===== src/rtl/fighter_pkg.sv =====
// Shared action codes, controller bit positions and decode helpers for the
// per-player fighter action sequencer.
package fighter_pkg;

    typedef enum logic [3:0] {
        ACT_IDLE    = 4'd0,
        ACT_WALK_L  = 4'd1,
        ACT_WALK_R  = 4'd2,
        ACT_JUMP    = 4'd3,
        ACT_CROUCH  = 4'd4,
        ACT_WINDUP  = 4'd5,
        ACT_ACTIVE  = 4'd6,
        ACT_RECOVER = 4'd7,
        ACT_SHIELD  = 4'd8
    } action_t;

    localparam int unsigned BTN_CENTER = 0;
    localparam int unsigned BTN_LEFT   = 1;
    localparam int unsigned BTN_RIGHT  = 2;
    localparam int unsigned BTN_UP     = 3;
    localparam int unsigned BTN_DOWN   = 4;
    localparam int unsigned BTN_ATTACK = 5;
    localparam int unsigned BTN_SHIELD = 6;

    function automatic int unsigned max4(input int unsigned a, input int unsigned b,
                                         input int unsigned c, input int unsigned d);
        int unsigned m;
        m = a;
        if (b > m) m = b;
        if (c > m) m = c;
        if (d > m) m = d;
        return m;
    endfunction

    // Only a single pressed direction is meaningful; anything else reads as center.
    function automatic action_t decode_dir(input logic [4:0] dir);
        case (dir)
            5'b00010: return ACT_WALK_L;
            5'b00100: return ACT_WALK_R;
            5'b01000: return ACT_JUMP;
            5'b10000: return ACT_CROUCH;
            default:  return ACT_IDLE;
        endcase
    endfunction

endpackage


===== src/rtl/fighter_action_fsm_button_debounce.sv =====
// Tick-based button debouncer: the level flips only after the raw input has
// disagreed with it for DEBOUNCE_TICKS consecutive ticks.
module button_debounce #(
    parameter int unsigned DEBOUNCE_TICKS = 4
) (
    input  logic clk,
    input  logic reset,
    input  logic tick,
    input  logic raw,
    output logic level
);
    localparam int unsigned CW = $clog2(DEBOUNCE_TICKS + 1);
    localparam logic [CW-1:0] CNT_END = CW'(DEBOUNCE_TICKS - 1);

    logic [CW-1:0] cnt;

    always_ff @(posedge clk) begin
        if (reset) begin
            level <= 1'b0;
            cnt   <= '0;
        end else if (tick) begin
            if (raw == level) begin
                cnt <= '0;
            end else if (cnt >= CNT_END) begin
                level <= raw;
                cnt   <= '0;
            end else begin
                cnt <= cnt + 1'b1;
            end
        end
    end

endmodule


===== src/rtl/fighter_action_fsm.sv =====
// Per-player action sequencer: debounced attack/shield, timed attack phases
// with a one-deep attack buffer, and a shield with duration cap and cooldown.
module fighter_action_fsm
    import fighter_pkg::*;
#(
    parameter int unsigned DEBOUNCE_TICKS        = 4,
    parameter int unsigned WINDUP_TICKS          = 3,
    parameter int unsigned ACTIVE_TICKS          = 4,
    parameter int unsigned RECOVER_TICKS         = 6,
    parameter int unsigned SHIELD_MAX_TICKS      = 32,
    parameter int unsigned SHIELD_COOLDOWN_TICKS = 16
) (
    input  logic       clk,
    input  logic       reset,
    input  logic       tick,
    input  logic [6:0] ctrl_state,
    output logic [3:0] action,
    output logic       hit_active,
    output logic       shield_active,
    output logic       busy,
    output logic       shield_ready
);
    localparam int unsigned DUR_MAX = max4(WINDUP_TICKS, ACTIVE_TICKS, RECOVER_TICKS, SHIELD_MAX_TICKS);
    localparam int unsigned DUR_W   = $clog2(DUR_MAX + 1);
    localparam int unsigned COOL_W  = $clog2(SHIELD_COOLDOWN_TICKS + 1);

    localparam logic [DUR_W-1:0]  WINDUP_END  = DUR_W'(WINDUP_TICKS - 1);
    localparam logic [DUR_W-1:0]  ACTIVE_END  = DUR_W'(ACTIVE_TICKS - 1);
    localparam logic [DUR_W-1:0]  RECOVER_END = DUR_W'(RECOVER_TICKS - 1);
    localparam logic [DUR_W-1:0]  SHIELD_END  = DUR_W'(SHIELD_MAX_TICKS - 1);
    localparam logic [COOL_W-1:0] COOL_LOAD   = COOL_W'(SHIELD_COOLDOWN_TICKS);

    action_t           state, state_nxt, dir_act, move_nxt;
    logic [DUR_W-1:0]  dur, dur_nxt;
    logic [COOL_W-1:0] cool, cool_nxt;
    logic              pending, pending_nxt;
    logic              attack_lvl, shield_lvl, attack_prev, attack_edge;

    button_debounce #(.DEBOUNCE_TICKS(DEBOUNCE_TICKS)) u_attack_db (
        .clk   (clk),
        .reset (reset),
        .tick  (tick),
        .raw   (ctrl_state[BTN_ATTACK]),
        .level (attack_lvl)
    );

    button_debounce #(.DEBOUNCE_TICKS(DEBOUNCE_TICKS)) u_shield_db (
        .clk   (clk),
        .reset (reset),
        .tick  (tick),
        .raw   (ctrl_state[BTN_SHIELD]),
        .level (shield_lvl)
    );

    always_comb begin
        attack_edge = attack_lvl & ~attack_prev;
        dir_act     = decode_dir(ctrl_state[BTN_DOWN:BTN_CENTER]);
        if (shield_lvl && cool == '0)
            move_nxt = ACT_SHIELD;
        else if (attack_edge)
            move_nxt = ACT_WINDUP;
        else
            move_nxt = dir_act;
    end

    // Timed states count up from 0 and leave when the count reaches N-1.
    always_comb begin
        state_nxt   = state;
        dur_nxt     = '0;
        pending_nxt = 1'b0;
        cool_nxt    = (cool != '0) ? cool - 1'b1 : '0;
        unique case (state)
            ACT_WINDUP:
                if (dur >= WINDUP_END) state_nxt = ACT_ACTIVE;
                else                   dur_nxt   = dur + 1'b1;
            ACT_ACTIVE:
                if (dur >= ACTIVE_END) state_nxt = ACT_RECOVER;
                else                   dur_nxt   = dur + 1'b1;
            ACT_RECOVER:
                if (dur >= RECOVER_END) begin
                    state_nxt = (pending || attack_edge) ? ACT_WINDUP : move_nxt;
                end else begin
                    dur_nxt     = dur + 1'b1;
                    pending_nxt = pending | attack_edge;
                end
            ACT_SHIELD:
                if (!shield_lvl || dur >= SHIELD_END) begin
                    cool_nxt  = COOL_LOAD;
                    state_nxt = attack_edge ? ACT_WINDUP : dir_act;
                end else begin
                    dur_nxt = dur + 1'b1;
                end
            default:
                state_nxt = move_nxt;
        endcase
    end

    always_ff @(posedge clk) begin
        if (reset) begin
            state         <= ACT_IDLE;
            dur           <= '0;
            cool          <= '0;
            pending       <= 1'b0;
            attack_prev   <= 1'b0;
            hit_active    <= 1'b0;
            shield_active <= 1'b0;
            busy          <= 1'b0;
            shield_ready  <= 1'b1;
        end else if (tick) begin
            state         <= state_nxt;
            dur           <= dur_nxt;
            cool          <= cool_nxt;
            pending       <= pending_nxt;
            attack_prev   <= attack_lvl;
            hit_active    <= (state_nxt == ACT_ACTIVE);
            shield_active <= (state_nxt == ACT_SHIELD);
            busy          <= (state_nxt inside {ACT_WINDUP, ACT_ACTIVE, ACT_RECOVER});
            shield_ready  <= (cool_nxt == '0);
        end
    end

    assign action = state;

endmodule


===== config.mk =====
export PLATFORM = sky130hd
export DESIGN_NAME = fighter_action_fsm
export DESIGN_NICKNAME = d
export VERILOG_FILES = /design/src/rtl/fighter_pkg.sv /design/src/rtl/fighter_action_fsm_button_debounce.sv /design/src/rtl/fighter_action_fsm.sv
export SDC_FILE = /design/constraint.sdc
export NUM_CORES = 1
export LEC_CHECK = 0
export BUFFER_PORTS_ARGS = -buffer_cell sky130_fd_sc_hd__buf_2
export CAP_MARGIN = 20
export CORE_UTILIZATION = 52
export CTS_CLUSTER_DIAMETER = 150
export DETAILED_ROUTE_END_ITERATION = 10
export GPL_TIMING_DRIVEN = 1
export PLACE_DENSITY = 0.78
export SETUP_SLACK_MARGIN = 0.5
export SYNTH_ARGS = -nofsm -noshare
export SYNTH_HDL_FRONTEND = slang
export SYNTH_SLANG_ARGS = --single-unit
export TNS_END_PERCENT = 100

===== constraint.sdc =====
create_clock -name clk -period 2 [get_ports clk]
set_input_delay 0.2 -clock clk [delete_from_list [all_inputs] [get_ports clk]]
set_output_delay 0.2 -clock clk [all_outputs]
set_load 0.01 [all_outputs]

==> qor.yml <==
maxCapViolCount: 0
post-dp-hpwl_um: 2910
die_h_um: 59.6
ant_nets: 0
status: "complete, but fails checks"
finalHoldViolCount: 0
criticalPathCategory: "register to register"
drv_slew: 0
first_pass_iters: 5
pin_count: 18
period_share_pct: 109
wl_per_cell_um: 17.1
syn_area_per_cell_um2: 7.98
wl_um: 5410
drc: 0
syn_inst: 216
diodes: 0
crit_fanout: 4
final.setup_skew_ns: 0.0222
ir_drop_uv: 444
max_freq_mhz: 460
violations: "negative setup slack"
start_util_pct: 55.6
r2r_end: "hit_active$_SDFFE_PP0P_"
regArea_um2: 592
regToRegSetupSlack_ns: -0.17
cp.arrival_ns: 2.44
tightest_slew_ns: 0.606
core_area_um2: 3100
synth_top_cell_area_share_pct: 33.7
drive_above_1_share_pct: 41.5
multi_input_area_um2: 1250
viasPerCell: 6.18
grt_pass1_vias: 1717
min_path_type: "primary input to register"
grt_max_degree: 30
cts_htree_levels: 2
path_clk_slew_ns: 0.11
fin_crit_ns: 2.17
synth_nets: 236
nFillCells: 199
cp.required_ns: 2.27
ys.flop_type: "dfxtp_1"
clockRootBuffer: "clkbuf_4"
final_nets: 291
grt_pass1_wl_um: 7620
fin_util_pct: 77.6
clock_path_buffers: 2
drtIter0Drc: 198
syn_to_final_growth_pct: 39.7
min_path_cells: 3
yosysSeqAreaShare_pct: 33.7
crit_path_start_kind: "register"
gr-total-overflow: 0
route.vias.total: 1953
dieWidth_um: 59.6
critPathCaptureType: "register"
place_area_um2: 2050
finalSetupViolCount: 8
power_leakage_nw: 0.973
dieArea_um2: 3550
timing.hold.worst_endpoint: "u_attack_db.level$_SDFFE_PP0P_"
timing.rr.start: "cool[0]$_SDFFE_PP0P_"
slew_headroom_pct: 59.6
io_buffers: 17
ff2ff_path_depth: 7
grt_usage_pct: 29.2
ys.warnings.count: 0
synth-edff-count: 0
antenna_found_initial: 0
yosysTopAreaCell: "dfxtp_1"
rsz0062_at_grt: "true"
insertion_delay_ns: 0.36
synth_seq_cells: 29
fin_ws_ns: -0.172
min_from: "ctrl_state[5]"
place.gp.congestion: 0.931
fin_tns_setup_ns: -0.418
cts_buffers: 5
final_area_um2: 2410
synth_cell_types: 51
cts_tree: "built"
synthArstFlopShare_pct: 0
netlist_area_um2: 1720
power_density_nw_per_um2: 626
cts_hold_buf: 0
yosys-top-cells-area: "dfxtp_1 34%, ha_1 7.3%, a21oi_1 5.2%, nor2_1 4.8%, nand2_1 4.1%"
cts_sinks: 29
num_rows: 20
how the worst max path moves through the flow:
stage | startpoint | end | slack (ns)
floorplan | cool[0]$_SDFFE_PP0P_ | hit_active$_SDFFE_PP0P_ | -0.03
global placement | cool[1]$_SDFFE_PP0P_ | hit_active$_SDFFE_PP0P_ | -0.05
detailed placement | cool[1]$_SDFFE_PP0P_ | hit_active$_SDFFE_PP0P_ | -0.10
CTS | cool[1]$_SDFFE_PP0P_ | hit_active$_SDFFE_PP0P_ | -0.06
global route | cool[0]$_SDFFE_PP0P_ | hit_active$_SDFFE_PP0P_ | -0.22
finish | cool[0]$_SDFFE_PP0P_ | hit_active$_SDFFE_PP0P_ | -0.17
kinds of logic (layout without fill, tap and decap cells):
kind of cell    Yosys count  count (layout)  synth area share (%)
compound gates           59              59                  22.9
buf+inv                  22              78                  5.30
flops                    29              29                  33.7
xor+xnor                  7               7                  3.56
fa+ha+maj                10              10                  7.26
mux                       1               1                 0.581
simple gates             88              88                  26.7
cell type report:
class | instances | share of cell area, %
Multi-Input combinational cell | 165 | 52.1
Sequential cell | 29 | 24.6
Timing Repair Buffer | 59 | 17.2
Tap cell | 44 | 2.29
Clock buffer | 6 | 1.71
Inverter | 11 | 1.71
Clock inverter | 2 | 0.416
where the power goes:
| part | total (W) | leakage (nW) | switching [W] | internal, W |
|---|---|---|---|---|
| clock | 0.000357 | 0.0320 | 0.000223 | 0.000133 |
| sequential | 0.000635 | 0.240 | 0.0000239 | 0.000611 |
| combinational | 0.000515 | 0.701 | 0.000273 | 0.000242 |
cell usage in the layout (no fill, tap or decap), drive strengths merged, types with 3 or more instances in the layout:
master / instances
clkbuf: 6
inv: 11
nor3: 9
nand2: 19
and3: 3
o211ai: 4
nand2b: 3
buf: 59
nand3: 8
a311oi: 4
o21ai: 9
nor2: 23
ha: 10
dfxtp: 29
a211oi: 6
xnor2: 3
and2: 3
a21oi: 18
nor4: 4
xor2: 4
a31oi: 5
timing repair:
item | 4_1_cts | 5_1_grt
setup buffers | 9 | 5
gates resized for setup | 24 | 23
pin swaps | 20 | 14
endpoints found under the setup margin | 22 | 23
through the flow:
step | setup WS, ns | total power [W] | hold WS [ns] | instances
final | -0.172 | 0.00151 | 0.111 | 316
after global routing | -0.221 | 0.00158 | 0.128 | 316
after CTS | -0.0641 | 0.00142 | 0.104 | 311
after detailed placement | -0.105 | 0.00100 | 0.442 | 294
after global placement | -0.0484 | 0.000993 | 0.431 | 294
after floorplan | -0.0344 | 0.000881 | 0.336 | 216
Yosys cell counts (2+ instances only):
| master | instances |
|---|---|
| dfxtp_1 | 29 |
| clkbuf_1 | 8 |
| nor2_1 | 22 |
| and3_1 | 3 |
| inv_1 | 11 |
| a21oi_1 | 18 |
| nand2_1 | 19 |
| a31oi_1 | 5 |
| nand4_1 | 2 |
| xor2_1 | 4 |
| and2_1 | 3 |
| a211oi_1 | 6 |
| a311oi_1 | 4 |
| nor4_1 | 4 |
| nor3_1 | 9 |
| o22ai_1 | 2 |
| o21a_1 | 2 |
| o211ai_1 | 4 |
| nand3_1 | 8 |
| xnor2_1 | 3 |
| nand2b_1 | 3 |
| o21ai_0 | 8 |
| nor2b_1 | 2 |
| ha_1 | 10 |
worst max-delay path, stage by stage, from the launching register on:
cell and delay, ns:
dfxtp_2 0.34, inv_2 0.08, ha_4 0.13, or4b_4 0.50, o22ai_2 0.19, a221oi_2 0.10, or4_4 0.56, o31ai_2 0.18
sequential cells by signal, summed over array words and instances (netlist names), 3 cells and up:
register / cells
action: 4
dur: 6
u_shield_db.cnt: 3
u_attack_db.cnt: 3
cool: 5
per-layer routing:
metal | vias up | wire length (µm) | GRT usage (%)
met4 | 0 | 184 | 15.0
met2 | 110 | 2470 | 46.2
li1 | 901 | - | -
met1 | 920 | 2300 | 36.4
met3 | 22 | 462 | 7.86
met5 | - | 0 | 0
No activity file was read; power rests on OpenSTA's default activity.
